===== src/rtl/ptc_power_sequencer.sv =====
`default_nettype none
// ============================================================================
// Module      : ptc_power_sequencer
// Description : Brings up the PTC LV rails, boots the XMC4300 through PORST_N,
//               staggers the six VP12 channels on and off, and latches a
//               fault from the filtered LTC2645 alerts that drops every rail.
// Revision    : 1.0 - initial release
// ============================================================================
module ptc_power_sequencer #(
  parameter int SETTLE_CYCLES  = 100000,
  parameter int XMC_RST_CYCLES = 10000,
  parameter int STAGGER_CYCLES = 50000,
  parameter int ALERT_FILT     = 16
) (
  input  logic       i_clk_axi,
  input  logic       i_rst,
  input  logic       i_start,
  input  logic       i_stop,
  input  logic [5:0] i_vp12_mask,
  input  logic [1:0] i_lv_alert_n,
  input  logic [5:0] i_vp12_alert_n,
  input  logic       i_fault_clr,
  output logic       o_en_lv,
  output logic [5:0] o_vp12_en,
  output logic       o_xmc_jtag_en,
  output logic       o_xmc_reset_n,
  output logic       o_ready,
  output logic       o_fault,
  output logic [7:0] o_fault_src,
  output logic [2:0] o_state
);

  localparam int C_MAX_A = (SETTLE_CYCLES > XMC_RST_CYCLES) ? SETTLE_CYCLES : XMC_RST_CYCLES;
  localparam int C_MAX   = (C_MAX_A > STAGGER_CYCLES) ? C_MAX_A : STAGGER_CYCLES;
  localparam int CW      = $clog2(C_MAX + 1);
  localparam int FW      = $clog2(ALERT_FILT + 1);

  // Timers hold "cycles remaining - 1", so a load of 0 costs exactly one cycle.
  localparam logic [CW-1:0] C_SETTLE_LD = CW'(SETTLE_CYCLES - 1);
  localparam logic [CW-1:0] C_XMC_LD    = CW'(XMC_RST_CYCLES - 1);
  localparam logic [CW-1:0] C_STAG_LD   = CW'(STAGGER_CYCLES - 1);
  localparam logic [FW-1:0] C_FILT_MAX  = FW'(ALERT_FILT);

  typedef enum logic [2:0] {
    S_IDLE      = 3'd0,
    S_LV_RAMP   = 3'd1,
    S_XMC_BOOT  = 3'd2,
    S_VP12_RAMP = 3'd3,
    S_ON        = 3'd4,
    S_DOWN      = 3'd5,
    S_FAULT     = 3'd6
  } state_t;

  state_t          r_state;
  logic [CW-1:0]   r_cnt;
  logic [2:0]      r_idx;
  logic [5:0]      r_mask;
  logic            r_en_lv;
  logic [5:0]      r_vp12_en;
  logic            r_jtag_en;
  logic            r_xrst_n;
  logic            r_ready;
  logic            r_fault;
  logic [7:0]      r_fault_src;
  logic [FW-1:0]   r_filt_cnt [8];

  logic [7:0]      w_alert_n;
  logic [7:0]      w_filt;
  logic            w_lv_win;
  logic            w_active;
  logic [7:0]      w_fault_vec;
  logic            w_fault_hit;
  logic [2:0]      w_idx_up;
  logic [2:0]      w_idx_dn;

  // Bit order matches fault_src: {vp12[5:0], 3v3, 2v5}.
  assign w_alert_n = {i_vp12_alert_n, i_lv_alert_n};

  // Per-alert low-run counter: clears on any high sample, saturates at the threshold.
  always_ff @(posedge i_clk_axi) begin
    for (int i = 0; i < 8; i++) begin
      if (i_rst || w_alert_n[i]) begin
        r_filt_cnt[i] <= '0;
      end else if (r_filt_cnt[i] != C_FILT_MAX) begin
        r_filt_cnt[i] <= r_filt_cnt[i] + 1'b1;
      end
    end
  end

  generate
    for (genvar g = 0; g < 8; g++) begin : g_filt
      assign w_filt[g] = (r_filt_cnt[g] == C_FILT_MAX);
    end
  endgenerate

  // LV alerts are ignored while the rails are still ramping.
  assign w_lv_win    = (r_state == S_XMC_BOOT) || (r_state == S_VP12_RAMP) ||
                       (r_state == S_ON)       || (r_state == S_DOWN);
  assign w_active    = w_lv_win || (r_state == S_LV_RAMP);
  assign w_fault_vec = w_filt & {r_vp12_en, w_lv_win, w_lv_win};
  assign w_fault_hit = w_active && (|w_fault_vec);
  assign w_idx_up    = r_idx + 3'd1;
  assign w_idx_dn    = r_idx - 3'd1;

  // Sequencer: fault beats stop, stop beats timer expiry.
  always_ff @(posedge i_clk_axi) begin
    if (i_rst) begin
      r_state     <= S_IDLE;
      r_cnt       <= '0;
      r_idx       <= '0;
      r_mask      <= '0;
      r_en_lv     <= 1'b0;
      r_vp12_en   <= '0;
      r_jtag_en   <= 1'b0;
      r_xrst_n    <= 1'b0;
      r_ready     <= 1'b0;
      r_fault     <= 1'b0;
      r_fault_src <= '0;
    end else if (w_fault_hit) begin
      r_state     <= S_FAULT;
      r_cnt       <= '0;
      r_idx       <= '0;
      r_en_lv     <= 1'b0;
      r_vp12_en   <= '0;
      r_jtag_en   <= 1'b0;
      r_xrst_n    <= 1'b0;
      r_ready     <= 1'b0;
      r_fault     <= 1'b1;
      r_fault_src <= w_fault_vec;
    end else if (i_stop && (w_active && r_state != S_DOWN)) begin
      // Power-down walks from channel 5; only channels already on cost a full gap.
      r_state      <= S_DOWN;
      r_idx        <= 3'd5;
      r_vp12_en[5] <= 1'b0;
      r_cnt        <= r_vp12_en[5] ? C_STAG_LD : '0;
      r_ready      <= 1'b0;
    end else begin
      case (r_state)
        S_IDLE: begin
          if (i_start && !i_stop) begin
            r_state <= S_LV_RAMP;
            r_mask  <= i_vp12_mask;
            r_en_lv <= 1'b1;
            r_cnt   <= C_SETTLE_LD;
          end
        end
        S_LV_RAMP: begin
          if (r_cnt == '0) begin
            r_state   <= S_XMC_BOOT;
            r_jtag_en <= 1'b1;
            r_xrst_n  <= 1'b0;
            r_cnt     <= C_XMC_LD;
          end else begin
            r_cnt <= r_cnt - 1'b1;
          end
        end
        S_XMC_BOOT: begin
          if (r_cnt == '0) begin
            r_state      <= S_VP12_RAMP;
            r_xrst_n     <= 1'b1;
            r_idx        <= 3'd0;
            r_vp12_en[0] <= r_mask[0];
            r_cnt        <= r_mask[0] ? C_STAG_LD : '0;
          end else begin
            r_cnt <= r_cnt - 1'b1;
          end
        end
        S_VP12_RAMP: begin
          if (r_cnt == '0) begin
            if (r_idx == 3'd5) begin
              r_state <= S_ON;
              r_ready <= 1'b1;
            end else begin
              r_idx               <= w_idx_up;
              r_vp12_en[w_idx_up] <= r_mask[w_idx_up];
              r_cnt               <= r_mask[w_idx_up] ? C_STAG_LD : '0;
            end
          end else begin
            r_cnt <= r_cnt - 1'b1;
          end
        end
        S_ON: begin
          r_ready <= 1'b1;
        end
        S_DOWN: begin
          if (r_cnt == '0) begin
            if (r_idx == 3'd0) begin
              r_state   <= S_IDLE;
              r_en_lv   <= 1'b0;
              r_jtag_en <= 1'b0;
              r_xrst_n  <= 1'b0;
              r_vp12_en <= '0;
            end else begin
              r_idx               <= w_idx_dn;
              r_vp12_en[w_idx_dn] <= 1'b0;
              r_cnt               <= r_vp12_en[w_idx_dn] ? C_STAG_LD : '0;
            end
          end else begin
            r_cnt <= r_cnt - 1'b1;
          end
        end
        S_FAULT: begin
          if (i_fault_clr && (&w_alert_n)) begin
            r_state     <= S_IDLE;
            r_fault     <= 1'b0;
            r_fault_src <= '0;
          end
        end
        default: begin
          r_state     <= S_FAULT;
          r_cnt       <= '0;
          r_idx       <= '0;
          r_en_lv     <= 1'b0;
          r_vp12_en   <= '0;
          r_jtag_en   <= 1'b0;
          r_xrst_n    <= 1'b0;
          r_ready     <= 1'b0;
          r_fault     <= 1'b1;
          r_fault_src <= '0;
        end
      endcase
    end
  end

  assign o_en_lv       = r_en_lv;
  assign o_vp12_en     = r_vp12_en;
  assign o_xmc_jtag_en = r_jtag_en;
  assign o_xmc_reset_n = r_xrst_n;
  assign o_ready       = r_ready;
  assign o_fault       = r_fault;
  assign o_fault_src   = r_fault_src;
  assign o_state       = r_state;

endmodule
`default_nettype wire


===== config.mk =====
export PLATFORM = sky130hd
export DESIGN_NAME = ptc_power_sequencer
export DESIGN_NICKNAME = d
export VERILOG_FILES = /design/src/rtl/ptc_power_sequencer.sv
export SDC_FILE = /design/constraint.sdc
export NUM_CORES = 1
export LEC_CHECK = 0
export CAP_MARGIN = 30
export CORE_MARGIN = 3
export CORE_UTILIZATION = 50
export CTS_BUF_LIST = sky130_fd_sc_hd__clkbuf_8
export DETAILED_ROUTE_END_ITERATION = 7
export PLACE_DENSITY = 0.7
export SLEW_MARGIN = 15
export SYNTH_ARGS = -nofsm -noshare
export SYNTH_HDL_FRONTEND = slang
export SYNTH_SLANG_ARGS = --single-unit

===== constraint.sdc =====
create_clock -name i_clk_axi -period 3.03 [get_ports i_clk_axi]
set_input_delay 0.4545 -clock i_clk_axi [delete_from_list [all_inputs] [get_ports i_clk_axi]]
set_output_delay 0.4545 -clock i_clk_axi [all_outputs]
set_load 0.02 [all_outputs]

== Word-level counts from Yosys, hierarchy flattened ==
Memories as Yosys holds them, arrays and structs flattened.
Index checks and enable logic that the tools add are counted.

* Register bits after elaboration: 48
* Bits in writable memories: 40
* Bits of input ports: 19
* Output and inout port bits: 22
* Logic and storage cells: 273
* Memories: 1

* Add/sub/neg operators: 11
* Magnitude comparators: 4
* Equality and inequality tests: 60
* Muxes and demuxes: 114
* Bitwise logic cells: 19
* Reductions and logical operators: 49

{| class="wikitable"
|+ Memories
! memory !! depth !! width !! read ports !! clocked after memory_dff !! wr ports !! RTL line !! RTL
|-
| r_filt_cnt || 8 || 5 || 8 || 0 || 8 || 65 || <nowiki>logic [FW-1:0] r_filt_cnt [8];</nowiki>
|}

{| class="wikitable"
|+ Operators with widths
! cell !! number
|-
| $mux W17 || 8
|-
| $pmux W17 S6 || 1
|-
| $mux W16 || 4
|-
| $mux W1 || 55
|-
| $mux W3 || 16
|-
| $add A5 B1 Y5 const B || 8
|-
| $eq A5 B5 Y1 const B || 8
|-
| $mux W5 || 8
|-
| $ne A5 B5 Y1 const B || 8
|-
| $mux W6 || 4
|-
| $mux W8 || 3
|-
| $ne A4 B2 Y1 const B || 6
|-
| $reduce_and A6 Y1 || 4
|-
| $pmux W3 S7 || 1
|-
| $ne A2 B1 Y1 const B || 10
|-
| $reduce_or A5 Y1 || 4
|-
| $ne A3 B1 Y1 const B || 6
|-
| $ne A3 B3 Y1 const B || 6
|-
| $reduce_and A9 Y1 || 2
|-
| $logic_not A17 Y1 || 1
|-
| $sub A17 B1 Y17 const B || 1
|-
| $ne A4 B4 Y1 const B || 4
|-
| $pmux W8 S2 || 1
|-
| $pmux W5 S3 || 1
|-
| 34 further kinds || 87
|}

== Longest topological paths before layout ==
Gate-level depths: netlist (run 1).

* Word-level depth: 10
* Gate-level depth with buffers: 10

== Least setup slack after synthesis (run 1) ==
OpenSTA, ideal clock, no wires.

* Kind: reg-to-reg
* Start: reg r_idx[0]
* End: reg r_cnt[2]
* Setup time: 103 ps
* Arrival time: 2085 ps
* Path slack: 842 ps
* Stages on the path, launching flop included: 10
* Clock period less this slack: 2188 ps
* Cell sequence: dfxtp_1 buf_2 inv_1 ha_1 clkbuf_1 a211oi_1 o211a_1 a21oi_1 nor2_1 a2111oi_2

* Longest elaborated chain between the ends: 8
* Elaborated cells between the ends (all ways): 19
* Those cells by class: 2 x add/sub; 3 x eq/ne; 12 x mux; 2 x reduce/logical

{| class="wikitable"
|+ RTL lines
! item !! RTL line !! RTL
|-
| start, declared || 56 || <nowiki>logic [2:0] r_idx;</nowiki>
|-
| start signal, assigned || 174 || <nowiki>r_idx <= w_idx_up;</nowiki>
|-
| start signal, assigned || 194 || <nowiki>r_idx <= w_idx_dn;</nowiki>
|-
| $sub A3 B1 Y3 or $add A3 B1 Y3 (tied branches) || 103, 102 ||
|-
| $bmux W1 S3, on equally long branches || 196, 176 ||
|-
| $mux W1, on equally long branches || 196, 176 ||
|-
| $mux W16, on equally long branches || 196, 176 ||
|-
| $mux W17, on equally long branches || 187, 170 ||
|-
| $mux W17, on equally long branches || 186, 169 ||
|-
| $pmux W17 S6 || 138 || <nowiki>case (r_state)</nowiki>
|-
| $mux W17 || 130 || <nowiki>end else if (i_stop && (w_active && r_state != S_DOWN)) begin</nowiki>
|-
| end signal, assigned || 135 || <nowiki>r_cnt <= r_vp12_en[5] ? C_STAG_LD : '0;</nowiki>
|-
| end signal, assigned || 196 || <nowiki>r_cnt <= r_vp12_en[w_idx_dn] ? C_STAG_LD : '0;</nowiki>
|-
| end signal, assigned || 199 || <nowiki>r_cnt <= r_cnt - 1'b1;</nowiki>
|-
| end, declared || 55 || <nowiki>logic [CW-1:0] r_cnt;</nowiki>
|}

Parallel ways exist; a longest one is shown, timed or not. The select of a mux whose other input is x is not followed.
A chain may end at the register's enable or synchronous reset.

==> results of run 1 <==
-- cells in the final DEF, fill, tap and decap left out, types with 4 or more instances in the layout --
cell type        synthesis  final
nor2_1                  83     83
dfxtp_1                 48     48
nand2_1                 45     45
o21ai_0                 40     40
clkdlybuf4s50_1          0     40
edfxtp_1                40     40
a21oi_1                 39     39
inv_1                   35     37
nand3_1                 36     36
nor3_1                  25     25
ha_1                    22     22
xor2_1                  19     19
buf_4                    1     17
nand2b_1                16     16
mux2i_1                 12     12
xnor2_1                 12     12
nand4_1                 10     10
clkbuf_8                 0     10
a211oi_1                 9      9
and4bb_2                 6      6
or2_2                    6      6
or4_1                    6      6
nor4_1                   5      5
a22oi_1                  5      5
or3_1                    5      5
nor2b_1                  4      4
and3b_1                  4      4
and2_1                   4      4
a31oi_1                  4      4
o221ai_1                 4      4
o22ai_1                  4      4
-- kinds of logic after synthesis --
kind of cell    after synthesis  synth area share, %
compound gates              143                 16.8
simple gates                279                 26.8
fa+ha+maj                    22                 4.98
xor+xnor                     31                 4.92
mux                          13                 2.38
flops                        88                 39.1
buf+inv                      66                 5.01
-- registers in the layout, indices dropped and copies added (netlist names) --
register / count
r_idx: 3
o_xmc_jtag_en: 1
r_filt_cnt: 40
o_ready: 1
o_fault_src: 8
r_mask: 6
o_fault: 1
r_cnt: 17
o_xmc_reset_n: 1
o_state: 3
o_vp12_en: 6
o_en_lv: 1
-- worst max path at each step --
stage | start | end | cells past startpoint
2_1_floorplan | r_idx[0]$_SDFFE_PP0P_ | r_cnt[2]$_SDFFE_PP0P_ | 9
3_3_place_gp | r_filt_cnt[0][0]$_SDFFCE_PN0P_ | o_state[2]$_SDFFE_PP0P_ | 8
3_5_place_dp | i_stop | r_cnt[2]$_SDFFE_PP0P_ | 9
4_1_cts | r_filt_cnt[0][0]$_SDFFCE_PN0P_ | o_state[2]$_SDFFE_PP0P_ | 8
5_1_grt | r_filt_cnt[1][5]$_SDFFCE_PN0P_ | o_fault_src[5]$_SDFFE_PP0P_ | 8
6_report | r_filt_cnt[0][0]$_SDFFCE_PN0P_ | o_state[2]$_SDFFE_PP0P_ | 8
-- cell type report --
class | count | area (um^2) | area share [%]
Timing Repair Buffer | 57 | 528 | 8.41
Clock buffer | 10 | 138 | 2.19
Multi-Input combinational cell | 488 | 3080 | 49.2
Inverter | 35 | 131 | 2.09
Sequential cell | 88 | 2160 | 34.5
Clock inverter | 6 | 61.3 | 0.977
Tap cell | 136 | 170 | 2.71
-- power breakdown --
| group | leakage [uW] | total [uW] | internal, uW | switching, uW |
|---|---|---|---|---|
| Sequential | 0.000879 | 1640 | 1380 | 260 |
| Combinational | 0.00133 | 2430 | 940 | 1490 |
| Clock | 0.000101 | 835 | 399 | 435 |
-- layer usage --
layer | up-vias | track usage [%] | wire length [um]
met4 | 0 | 9.81 | 311
met1 | 2319 | 31.0 | 6300
met3 | 23 | 3.17 | 822
li1 | 2405 | - | -
met5 | - | 0 | 0
met2 | 164 | 35.5 | 6270
-- per-stage QoR --
stage / worst slack [ns] / power [uW] / cells
final: 0.481 / 4910 / 820
after global routing: 0.240 / 5250 / 820
after CTS: 0.462 / 4880 / 820
after detailed placement: 0.454 / 4040 / 804
after global placement: 0.555 / 4000 / 804
after floorplan: 0.842 / 3420 / 642
-- worst max-delay path: stages, from the launching register on --
cell	delay, ns
edfxtp_1	0.44
inv_1	0.08
ha_1	0.14
nor4bb_1	0.54
o21ai_1	0.18
nand4_1	0.28
nor2_1	0.08
or4_1	0.48
a211oi_1	0.24
==> flow_summary.toml, run 1 <==
[run_status]
status = "finished, final reports clean"

[cells_and_area]
layout-drive-gt1-share_pct = 8.77
final_nets = 720
antenna_cells = 0
n_fill_cell = 981
syn_to_final_growth_pct = 13.6
utilization_pct = 59.4
fin_area_mm2 = 0.00627

[setup_path]
start_kind = "register"
r2r-start = "r_filt_cnt[0][0]$_SDFFCE_PN0P_"
r2r-end = "o_state[2]$_SDFFE_PP0P_"
reg2reg_slack_ns = 0.48
arrival_ns = 2.84
crit_path_end_kind = "register"
path_max_fanout = 8
crit_type = "register to register"
worstRegToRegCells = 8
crit_required_ns = 3.32

[sta]
timing.final.crit_share_pct = 84.1
finalHoldViolations = 0
grt_setup_unrepaired = "no"
max_slew_margin_pct = 49.0
post-route-min-period_ns = 2.55
finalMaxSlewViolations = 0
fmax_ghz = 0.392
setup_viol = 0
clock_skew_ns = 0.00830
hold_slack_ns = 0.488
finalSetupTns_ns = 0
worst_pin_slew_ns = 0.764

[drt]
routedWlPerCell_um = 16.7
drt-pass1-iter-count = 5
drc = 0
first_iter_violations = 354
wirelength_um = 13700
ant_nets = 0
via_per_inst = 5.99
vias = 4911

[clock_tree]
htreeDepth = 3
cts_buffer_depth = 2
ctsHoldBuffers = 0
cts_tree = "done"
root_buffer = "clkbuf_8"
cts_resized = 0
clk_pin_slew_ns = 0.09
clkLatencyLatePin_ns = 0.37
numCtsBuffers = 9
cts.sinks = 88
post_cts.repair.setup_buffers = 0

[logic_synthesis]
synth_edf_count = 40
async_flop_share_pct = 0
yosysMostFrequentCell = "nor2_1"
synth_flop_cell = "dfxtp_1"
yosysTopAreaCellShare_pct = 21.7
ys_top_cells_by_count = "nor2_1 (83), dfxtp_1 (48), nand2_1 (45), edfxtp_1 (40), o21ai_0 (40)"
yosysUniqueCellTypes = 73
syn_inst = 642
synth_area_leaders = "edfxtp_1 (22%), dfxtp_1 (17%), nor2_1 (5.6%), ha_1 (5.0%), o21ai_0 (3.6%)"
synth-seq-cells = 88
synth_area_mm2 = 0.00552
syn_avg_cell_area_um2 = 8.60
syn-num-nets = 683
yosysTopAreaCell = "edfxtp_1"
yosys_warnings = 0
synth-seq-area-share_pct = 39.1

[placement]
dp_hpwl_um = 10100
placed_area_mm2 = 0.00608
portBuffers = 40
gp_congestion = 0.970

[floorplan]
start_util_pct = 52.3
die_y_um = 111
die_x_um = 111
io_pins = 41
core_mm2 = 0.0106
die-area_mm2 = 0.0123
row_count = 37

[power]
ir_drop_mv = 0.540
power.density_mw_per_mm2 = 782
power.leakage_uw = 0.00231

[global_route]
grt_usage_pct = 22.5
grt_pass1_wl_um = 23100
grt_overflow = 0
antenna_found_initial = 0
grt_pass1_vias = 4660
grt_max_degree = 36

[flow_run]
maxCapViolCount = 0

[hold_path]
whs_path_depth = 2
worst_hold_path.endpoint = "o_fault_src[2]$_SDFFE_PP0P_"
hold_class = "register to register"
min_from = "o_fault_src[2]$_SDFFE_PP0P_"
(Power assumes the default switching activity.)
==> run 2, diff against run 1 <==
- PLACE_DENSITY: 0.7 -> 0.72
- clock period: 3.03 -> 2.1 ns (I/O delays scaled with it)
==> run 2 against run 1 <==
Against the previous run:
- the flow now finishes with violations (negative setup slack)
- worst setup slack worse by 0.59 ns
- first-iteration DRC count is 21% higher
- cell area increased by 22%
- non-clock buffer count increased by 132
- largest cell class unchanged
==> flow_summary.toml, run 2 (synthesis results as in run 1) <==
[run_status]
status = "complete, but fails checks"
violations = "negative setup slack"

[cells_and_area]
mostFrequentLayoutCell = "buf_4"
syn_to_final_growth_pct = 38.3
antenna_cells = 0
final_nets = 852
instances_no_fill = 952
utilization_pct = 72.3
regMostFlops = "r_filt_cnt"
layout_common_cells = "buf_4 (141), nor2_1 (82), nand2_1 (44)"
largest_reg_flops = 40
layout-drive-gt1-share_pct = 30.4

[setup_path]
start_kind = "register"
path_max_fanout = 2
cp_num_buf_inv = 3
crit_type = "register to register"
startpoint = "r_cnt[1]$_SDFFE_PP0P_"
crit_required_ns = 2.41
crit_path_end_kind = "register"
cp_cell_sequence = "inv_2, ha_4, or4b_4, buf_6, nor2_4, nand4_1, buf_4, or4_4, a21oi_2"
r2r-start = "r_cnt[1]$_SDFFE_PP0P_"
reg2reg_slack_ns = -0.11
arrival_ns = 2.51
cp_slowest_cell = "or4b_4"
critPathTopFamily = "simple AND/OR/NAND/NOR gates"
cpPeakStageDelay_ns = 0.47

[sta]
finalHoldViolations = 0
max_slew_margin_pct = 66.3
fmax_ghz = 0.453
timing.final.crit_share_pct = 105
grt_setup_unrepaired = "yes"
setup_ws_ns = -0.107
clock_skew_ns = 0.00878
hold_slack_ns = 0.494
worst_pin_slew_ns = 0.500
post-route-min-period_ns = 2.21
finalMaxSlewViolations = 0
setup_viol = 9

[clock_tree]
htreeDepth = 3
cts_tree = "done"
ctsHoldBuffers = 0
root_buffer = "clkbuf_8"
clk_pin_slew_ns = 0.09
cts_buffer_depth = 2
cts.sinks = 88
numCtsBuffers = 9
clkLatencyLatePin_ns = 0.37

[floorplan]
die_y_um = 111
start_util_pct = 52.3
row_count = 37
die_x_um = 111
die-area_mm2 = 0.0123
core_mm2 = 0.0106
io_pins = 41

[hold_path]
min_from = "o_fault_src[3]$_SDFFE_PP0P_"
hold_class = "register to register"

[placement]
dp_hpwl_um = 11900
dp_worst_setup_slack_ns = -0.234
place_inst = 927
gp_congestion = 0.963
portBuffers = 40

[drt]
vias = 5553
drt-pass1-iter-count = 5
via_per_inst = 5.83
first_iter_violations = 427
ant_nets = 0
drc = 0
routedWlPerCell_um = 16.8
wirelength_um = 16000

[power]
pwr-share-comb_pct = 60.4
pwr-share-seq_pct = 26.7
swShare_pct = 42.7
p_clk_share_pct = 12.9
switchingPower_uw = 3690
ir_drop_mv = 0.940
power.density_mw_per_mm2 = 1130
power.leakage_uw = 0.00306
total_power_uw = 8650
p_int_uw = 4960

[flow_run]
maxCapViolCount = 0

[global_route]
grt_max_degree = 36
grt_usage_pct = 25.1
grt_pass1_wl_um = 25500
antenna_found_initial = 0
grt_overflow = 0
grt_pass1_vias = 5264
run 2: power groups by stage:
| stage | combinational (uW) | sequential [uW] | clock, uW |
|---|---|---|---|
| after floorplan | 2710 | 2250 | 0 |
| after CTS | 4780 | 2260 | 1130 |
| after detailed placement | 4630 | 2290 | 0 |
| final | 5220 | 2310 | 1120 |
| after global placement | 4550 | 2280 | 0 |
| after global routing | 5650 | 2340 | 1220 |
run 2: what timing repair did:
action                                  4_1_cts  5_1_grt
cloned                                        0        1
buffers inserted                              2        6
endpoints found under the hold margin         0        0
resized for setup                            21       54
pin swaps                                     8       18
endpoints found under the setup margin       43       42
run 2: path summary, 6_finish.rpt:
check / to / depth (start not counted)
worst min register to register: o_fault_src[3]$_SDFFE_PP0P_ / 2
worst max-delay path: o_vp12_en[4]$_SDFFE_PP0P_ / 9
worst max register to register: o_vp12_en[4]$_SDFFE_PP0P_ / 9
worst min-delay path: o_fault_src[3]$_SDFFE_PP0P_ / 2
run 2: worst reg2reg max path, cell delays in order, from the launching register on:
cell,delay (ns)
dfxtp_2,0.33
inv_2,0.07
ha_4,0.13
or4b_4,0.47
buf_6,0.14
nor2_4,0.09
nand4_1,0.17
buf_4,0.20
or4_4,0.41
a21oi_2,0.13
run 2: routing by layer:
layer / vias up / GRT usage, % / share of wire [%]
met5: - / 0 / 0
met4: 0 / 8.11 / 2.2
met3: 29 / 4.59 / 5.7
met2: 193 / 41.5 / 49
met1: 2653 / 33.3 / 44
li1: 2678 / - / -
run 2: layout make-up:
class,count,area [um^2]
clock buffers,11,151
clock inverters,5,32.5
fillers,787,2920
inverters,35,131
multi-input cells,488,3390
flip-flops and latches,88,2170
well taps,136,170
repair buffers,189,1590
run 2: through the flow:
stage / cell area [um^2] / TNS (ns)
5_1_grt: 7640 / -3.38
6_report: 7640 / -0.463
2_1_floorplan: 5540 / 0
3_3_place_gp: 7050 / -3.30
3_5_place_dp: 7050 / -4.09
4_1_cts: 7320 / -0.0354
